===== src/rtl/mega_jsoc_sysinfo_pkg.sv =====
// Shared constants for the JSoC system-info slave: register map, control/status
// bit positions and the legal read-latency window.
package mega_jsoc_sysinfo_pkg;

    localparam logic [2:0] ADDR_SYSID   = 3'd0;
    localparam logic [2:0] ADDR_TSTAMP  = 3'd1;
    localparam logic [2:0] ADDR_CYCLO   = 3'd2;
    localparam logic [2:0] ADDR_CYCHI   = 3'd3;
    localparam logic [2:0] ADDR_SCRATCH = 3'd4;
    localparam logic [2:0] ADDR_CTRL    = 3'd5;
    localparam logic [2:0] ADDR_STATUS  = 3'd6;
    localparam logic [2:0] ADDR_CAPS    = 3'd7;

    localparam int CTRL_EN_BIT    = 0;
    localparam int CTRL_CLR_BIT   = 1;
    localparam int CTRL_IE_BIT    = 2;
    localparam int STATUS_OVF_BIT = 0;

    localparam int RDLAT_MIN = 1;
    localparam int RDLAT_MAX = 4;

    function automatic logic [31:0] be_merge(input logic [31:0] old_w,
                                             input logic [31:0] new_w,
                                             input logic [3:0]  be);
        logic [31:0] res;
        res = old_w;
        for (int i = 0; i < 4; i++) begin
            if (be[i]) begin
                res[i*8 +: 8] = new_w[i*8 +: 8];
            end else begin
                res[i*8 +: 8] = old_w[i*8 +: 8];
            end
        end
        return res;
    endfunction

endpackage


===== src/rtl/mega_jsoc_sysinfo_rdpipe.sv =====
// Fixed-depth valid/data shift pipeline for read responses; data lanes are
// zero whenever their valid bit is low.
module mega_jsoc_sysinfo_rdpipe #(
    parameter int LATENCY = 1,
    parameter int WIDTH   = 32
) (
    input  logic             clock,
    input  logic             reset_n,
    input  logic             in_valid,
    input  logic [WIDTH-1:0] in_data,
    output logic             out_valid,
    output logic [WIDTH-1:0] out_data
);

    logic [LATENCY-1:0] valid_q, valid_d;
    logic [WIDTH-1:0]   data_q [LATENCY];
    logic [WIDTH-1:0]   data_d [LATENCY];

    // Next-stage values: shift one step, masking data of empty slots.
    always_comb begin
        valid_d[0] = in_valid;
        data_d[0]  = in_valid ? in_data : {WIDTH{1'b0}};
        for (int i = 1; i < LATENCY; i++) begin
            valid_d[i] = valid_q[i-1];
            data_d[i]  = data_q[i-1];
        end
    end

    // Pipeline registers; reset drops every in-flight response.
    always_ff @(posedge clock or negedge reset_n) begin
        if (!reset_n) begin
            valid_q <= {LATENCY{1'b0}};
            for (int i = 0; i < LATENCY; i++) begin
                data_q[i] <= {WIDTH{1'b0}};
            end
        end else begin
            valid_q <= valid_d;
            for (int i = 0; i < LATENCY; i++) begin
                data_q[i] <= data_d[i];
            end
        end
    end

    assign out_valid = valid_q[LATENCY-1];
    assign out_data  = data_q[LATENCY-1];

endmodule


===== src/rtl/mega_jsoc_sysinfo.sv =====
// JSoC system-info Avalon-MM slave: ID/timestamp words, free-running cycle
// counter with atomic hi/lo snapshot, scratch, control/status and overflow irq.
module mega_jsoc_sysinfo
    import mega_jsoc_sysinfo_pkg::*;
#(
    parameter logic [31:0] SYSTEM_ID      = 32'h0000_001D,
    parameter logic [31:0] TIMESTAMP      = 32'd1718298719,
    parameter int          CNT_WIDTH      = 64,
    parameter int          READ_LATENCY   = 1,
    parameter logic [31:0] SCRATCH_RESET  = 32'h0000_0000,
    parameter logic        COUNT_EN_RESET = 1'b1
) (
    input  logic        clock,
    input  logic        reset_n,
    input  logic [2:0]  address,
    input  logic        read,
    input  logic        write,
    input  logic [31:0] writedata,
    input  logic [3:0]  byteenable,
    output logic [31:0] readdata,
    output logic        readdatavalid,
    output logic        irq
);

    logic [CNT_WIDTH-1:0] cnt_q, cnt_d;
    logic [31:0]          shadow_hi_q, shadow_hi_d;
    logic [31:0]          scratch_q, scratch_d;
    logic                 en_q, en_d;
    logic                 ie_q, ie_d;
    logic                 ovf_q, ovf_d;
    logic                 irq_q, irq_d;

    logic [63:0] cnt_ext;
    logic [31:0] rd_word;
    logic        rd_accept, wr_ctrl, wr_status, wr_scratch, clr, wrap;

    assign cnt_ext    = 64'(cnt_q);
    assign rd_accept  = read & ~write;
    assign wr_ctrl    = write & (address == ADDR_CTRL);
    assign wr_status  = write & (address == ADDR_STATUS);
    assign wr_scratch = write & (address == ADDR_SCRATCH);
    assign clr        = wr_ctrl & writedata[CTRL_CLR_BIT];
    assign wrap       = en_q & ~clr & (&cnt_q);

    // Register next-state: clear beats increment, overflow set beats W1C.
    always_comb begin
        if (clr) begin
            cnt_d = {CNT_WIDTH{1'b0}};
        end else if (en_q) begin
            cnt_d = cnt_q + CNT_WIDTH'(1);
        end else begin
            cnt_d = cnt_q;
        end

        if (rd_accept && (address == ADDR_CYCLO)) begin
            shadow_hi_d = cnt_ext[63:32];
        end else begin
            shadow_hi_d = shadow_hi_q;
        end

        if (wr_scratch) begin
            scratch_d = be_merge(scratch_q, writedata, byteenable);
        end else begin
            scratch_d = scratch_q;
        end

        if (wr_ctrl) begin
            en_d = writedata[CTRL_EN_BIT];
            ie_d = writedata[CTRL_IE_BIT];
        end else begin
            en_d = en_q;
            ie_d = ie_q;
        end

        if (wrap) begin
            ovf_d = 1'b1;
        end else if (wr_status && writedata[STATUS_OVF_BIT]) begin
            ovf_d = 1'b0;
        end else begin
            ovf_d = ovf_q;
        end

        irq_d = ovf_d & ie_d;
    end

    // Read mux sees pre-edge state, so a same-cycle write is never visible.
    always_comb begin
        case (address)
            ADDR_SYSID:   rd_word = SYSTEM_ID;
            ADDR_TSTAMP:  rd_word = TIMESTAMP;
            ADDR_CYCLO:   rd_word = cnt_ext[31:0];
            ADDR_CYCHI:   rd_word = shadow_hi_q;
            ADDR_SCRATCH: rd_word = scratch_q;
            ADDR_CTRL:    rd_word = {29'd0, ie_q, 1'b0, en_q};
            ADDR_STATUS:  rd_word = {31'd0, ovf_q};
            ADDR_CAPS:    rd_word = {21'd0, 3'(READ_LATENCY), 8'(CNT_WIDTH)};
            default:      rd_word = 32'd0;
        endcase
    end

    // State registers.
    always_ff @(posedge clock or negedge reset_n) begin
        if (!reset_n) begin
            cnt_q       <= {CNT_WIDTH{1'b0}};
            shadow_hi_q <= 32'd0;
            scratch_q   <= SCRATCH_RESET;
            en_q        <= COUNT_EN_RESET;
            ie_q        <= 1'b0;
            ovf_q       <= 1'b0;
            irq_q       <= 1'b0;
        end else begin
            cnt_q       <= cnt_d;
            shadow_hi_q <= shadow_hi_d;
            scratch_q   <= scratch_d;
            en_q        <= en_d;
            ie_q        <= ie_d;
            ovf_q       <= ovf_d;
            irq_q       <= irq_d;
        end
    end

    assign irq = irq_q;

    mega_jsoc_sysinfo_rdpipe #(
        .LATENCY (READ_LATENCY),
        .WIDTH   (32)
    ) u_rdpipe (
        .clock     (clock),
        .reset_n   (reset_n),
        .in_valid  (rd_accept),
        .in_data   (rd_word),
        .out_valid (readdatavalid),
        .out_data  (readdata)
    );

endmodule


===== config.mk =====
export PLATFORM = sky130hd
export DESIGN_NAME = mega_jsoc_sysinfo
export DESIGN_NICKNAME = d
export VERILOG_FILES = /design/src/rtl/mega_jsoc_sysinfo_pkg.sv /design/src/rtl/mega_jsoc_sysinfo_rdpipe.sv /design/src/rtl/mega_jsoc_sysinfo.sv
export SDC_FILE = /design/constraint.sdc
export NUM_CORES = 1
export LEC_CHECK = 0
export ABC_AREA = 1
export ABC_CLOCK_PERIOD_IN_PS = 1850
export BUFFER_PORTS_ARGS = -buffer_cell sky130_fd_sc_hd__buf_2
export CELL_PAD_IN_SITES_DETAIL_PLACEMENT = 1
export CELL_PAD_IN_SITES_GLOBAL_PLACEMENT = 1
export CORE_ASPECT_RATIO = 1.75
export CORE_MARGIN = 10
export CORE_UTILIZATION = 40
export CTS_CLUSTER_SIZE = 30
export DETAILED_ROUTE_END_ITERATION = 8
export PLACE_DENSITY_LB_ADDON = 0.1
export REMOVE_ABC_BUFFERS = 1
export SETUP_SLACK_MARGIN = 0.2
export SYNTH_ARGS = -nofsm -noshare
export SYNTH_HDL_FRONTEND = slang
export SYNTH_SLANG_ARGS = --single-unit

===== constraint.sdc =====
create_clock -name clock -period 1.85 [get_ports clock]
set_clock_uncertainty 0.1 [all_clocks]
set_input_delay 0.0925 -clock clock [delete_from_list [all_inputs] [get_ports clock]]
set_output_delay 0.0925 -clock clock [all_outputs]
set_load 0.01 [all_outputs]

==> results summary <==
The count of final hold-check violations is 0. The synthesis warning total came out at 0. The remaining max-slew budget at the tightest pin came out at 0.630. The shortest clock period the worst path allows after layout came out at ~1800 ps. In this run the most critical hold path is launched from address[2]. The total number of vias is approximately 8,200.

The buffer type at the clock tree root is sky130_fd_sc_hd__clkbuf_16. The net count of the finished layout came out at about 1,300. The clock buffer count from CTS came out at 17. Yosys mapped a number of flops with a built-in enable equal to 0. The post-route worst setup slack is between 30 and 40 ps.

For met2 alone, demand over resource in global routing was 0.444. 0 antenna diodes ended up in the layout. In this run the critical register-to-register path is launched from cnt_ext[0]. The worst-path cell with the longest stage delay is sky130_fd_sc_hd__dfrtp_1. The worst setup path is launched from a register.

The most frequent cell after synthesis is sky130_fd_sc_hd__nand2_1. The clock insertion delay at the later pin of the skew report came out at roughly 450 ps. The share of the Yosys chip area taken by registers is 0.484. After global routing the overflow that remains totals 0. The clock tree from TritonCTS is built. The post-synthesis cell area came out at between 0.008 and 0.009 mm². The layer flagged by global routing as most heavily used is met2. After detailed routing, the number of remaining DRC violations is 0. The number of global-route vias before repair is ~8,700.

In this run the count of I/O pins placed on the die edge is 77. The required time of the critical path is between 2000 and 2500 ps. The routing usage on met1 is 0.259. The worst hold path belongs to the class in2reg. Across the run, the number of max-cap violations was 0. The mean area per synthesized cell is about 8.0 µm². Setup repair after global routing could not meet its margin everywhere. The power per standard cell area came out at 732 mW/mm². In this design, the stage delay of the slowest critical-path cell is 440 ps.

The H-tree was split into 4 levels. The clock passes through at most 2 buffers. After synthesis, the share of flip-flops with an asynchronous set or reset is 1.00. STA puts the critical path data arrival time at between 2000 and 2500 ps. Yosys mapped the design onto 41 distinct sky130hd cell types. The first-pass GRT wire length is 49,500 µm. The endpoint type of the worst setup path is a register. The worst hold slack after final layout is between 40 and 50 ps. In the post-synthesis netlist, the biggest area contributors are sky130_fd_sc_hd__dfrtp_1, sky130_fd_sc_hd__nand2_1, sky130_fd_sc_hd__nor2_1, sky130_fd_sc_hd__inv_1, sky130_fd_sc_hd__o21ai_0. The most critical setup path has its startpoint at cnt_ext[0].

Relative to the synthesized area, the layout overhead comes to 36.9%. The fraction of synthesized cell area taken by the top area cell type is 0.481. The register bit count reported by yosys is around 170. The floorplan step set the die width to around 130 µm. The floorplan step defined a core boundary enclosing ~0.021 mm². The antenna violation net count after detailed routing came out at 0.

The synthesized instance count came out at around 1,100. The total setup violations reported at the end of the flow is 0. The biggest area contributor in the post-synthesis netlist is sky130_fd_sc_hd__dfrtp_1. The signal on the critical path passes through ha_4 -> nand2_4 -> nor2_4 -> nand2_4 -> nor2_4 -> buf_6 -> buf_4 -> o21ai_0 -> a21oi_1.

The tree built by TritonCTS fans out to about 170 sinks. Total power for the finished layout comes to approximately 8.5 mW. The number of iterations in the first detailed-routing pass is 4.

The routed wire length came out at between 30,000 and 40,000 µm. Ranked by instance count, the synthesized netlist is headed by sky130_fd_sc_hd__nand2_1, sky130_fd_sc_hd__nor2_1, sky130_fd_sc_hd__dfrtp_1, sky130_fd_sc_hd__inv_1, sky130_fd_sc_hd__o21ai_0. The total global routing track utilization is 0.239. On the critical path the largest part of the delay comes from simple AND/OR/NAND/NOR gates. The critical path buffer and inverter count is 2. The maximum number of pins on one net before global-route repair came out at 50. The run finished with clean final reports. The starting density of the core is 0.408. The detailed router finished its first iteration with about 340 violations. The highest net fanout along the worst path is 4. The max-slew violation count came out at 0. The achievable clock frequency is 551 MHz.

The port buffer count came out at 76. The placed wire-length estimate is about 24,000 µm. The y dimension of the die came out at around 210 µm. The number of core rows came out at 70. The main flop type after synthesis is sky130_fd_sc_hd__dfrtp_1. At the end of routability-driven placement, the weighted congestion stood at 0.913. The global routing usage on met3 is 0.0363. The average routed wire per standard cell came out at 21.4 µm. Of the cells placed in the final design, the portion with a size suffix greater than 1 is 0.347. Dividing the detail-routed via count by the number of cells gives around 5.3. After clock tree synthesis, the clock-pin slew on the worst setup and hold paths is ~70 ps. The die covers 0.0278 mm².

At the placement stage, the worst setup path has a slack of 23.0 ps. At the pin with the least slew margin, the transition time is about 550 ps. The share of the cycle needed by the critical path after routing came out at 0.981.

The largest voltage drop on the vdd net came out at around 640 µV. The number of antenna violations at the first check in global routing was 0. The type of the setup path with the least slack is reg2reg.

Summed over all cells, the static leakage comes to roughly 5.4 nW.
[power by group]
part	internal, mW	switching (mW)
registers	3.89	0.216
clock network	1.76	1.61
logic	0.461	0.609
[final timing paths]
path / end / slack (ps) / cells after the start
worst max-delay path: cnt_ext[16] / 40 / 9
worst min-delay path: u_rdpipe.out_data[0] / 40 / 5
worst max register to register: cnt_ext[16] / 40 / 9
worst min register to register: shadow_hi_q[10] / 380 / 2
max in group asynchronous: cnt_ext[29] / 960 / 3
min in group asynchronous: scratch_q[15] / 50 / 2
[layer usage]
layer | share of wire | up-vias
li1 | - | 3860
met1 | 0.38 | 4186
met2 | 0.56 | 130
met3 | 0.026 | 62
met4 | 0.038 | 0
met5 | 0 | -
[flip-flops by register name, summed over array words and instances (netlist names)]
name,count
cnt_ext,64
en_q,1
ie_q,1
irq,1
ovf_q,1
scratch_q,32
shadow_hi_q,32
u_rdpipe.out_data,32
u_rdpipe.out_valid,1
[timing repair]
action,CTS,global route
pin swaps,28,51
endpoints found under the hold margin,206,0
hold buffers,47,0
setup endpoints to repair,48,61
resized for setup,85,134
gates cloned,0,0
buffers inserted,17,24
[per-stage QoR]
step                       util  instance area [µm²]  std cells  setup TNS, ps
after floorplan               -                 8340       1032         -10220
after global placement    0.460                 9620       1426              0
after detailed placement  0.460                 9620       1426              0
after CTS                 0.527                11000       1522              0
after global routing      0.558                11700       1546           -186
final                     0.558                11700       1546              0
[worst register-to-register path, cell delays in order (launching register included)]
cell and delay, ps:
sky130_fd_sc_hd__dfrtp_1 440, sky130_fd_sc_hd__ha_4 200, sky130_fd_sc_hd__nand2_4 60, sky130_fd_sc_hd__nor2_4 190, sky130_fd_sc_hd__nand2_4 100, sky130_fd_sc_hd__nor2_4 120, sky130_fd_sc_hd__buf_6 160, sky130_fd_sc_hd__buf_4 120
sky130_fd_sc_hd__o21ai_0 70, sky130_fd_sc_hd__a21oi_1 170
[cell families after synthesis]
logic type	synth area share
muxes	0.0449
adders and majority gates	0.00147
buffers and inverters	0.0763
AOI/OAI and AO/OA	0.105
DFF	0.484
and+or+nand+nor	0.288
[placed cells by master, fill, tap and decap left out, types with 5 or more instances in the layout]
cell type	n
sky130_fd_sc_hd__o21ai_1	10
sky130_fd_sc_hd__nand2_1	215
sky130_fd_sc_hd__clkbuf_16	17
sky130_fd_sc_hd__mux2_2	17
sky130_fd_sc_hd__a221oi_1	14
sky130_fd_sc_hd__nand2_4	13
sky130_fd_sc_hd__nor2_4	38
sky130_fd_sc_hd__inv_2	17
sky130_fd_sc_hd__nor3_1	7
sky130_fd_sc_hd__buf_2	75
sky130_fd_sc_hd__buf_6	14
sky130_fd_sc_hd__inv_1	102
sky130_fd_sc_hd__o21ai_0	50
sky130_fd_sc_hd__mux2_1	17
sky130_fd_sc_hd__a22oi_1	7
sky130_fd_sc_hd__nand4_1	13
sky130_fd_sc_hd__nand3_1	29
sky130_fd_sc_hd__dfrtp_1	138
sky130_fd_sc_hd__a31oi_1	8
sky130_fd_sc_hd__nand3_2	9
sky130_fd_sc_hd__buf_12	11
sky130_fd_sc_hd__dlygate4sd3_1	47
sky130_fd_sc_hd__a21oi_1	41
sky130_fd_sc_hd__nor2_2	45
sky130_fd_sc_hd__a21oi_2	5
sky130_fd_sc_hd__buf_4	83
sky130_fd_sc_hd__nand2_2	41
sky130_fd_sc_hd__nor2_1	130
sky130_fd_sc_hd__dfrtp_2	26
sky130_fd_sc_hd__nor3_2	5
[layout make-up]
type | instances | area, µm²
inverter | 121 | 462
sequential | 165 | 4160
multi-input combinational | 746 | 4350
timing repair buffer | 230 | 1850
tap | 252 | 315
clock inverter | 13 | 97.6
fill | 2517 | 9260
clock buffer | 19 | 443
Power figures use the tool's default switching activity.
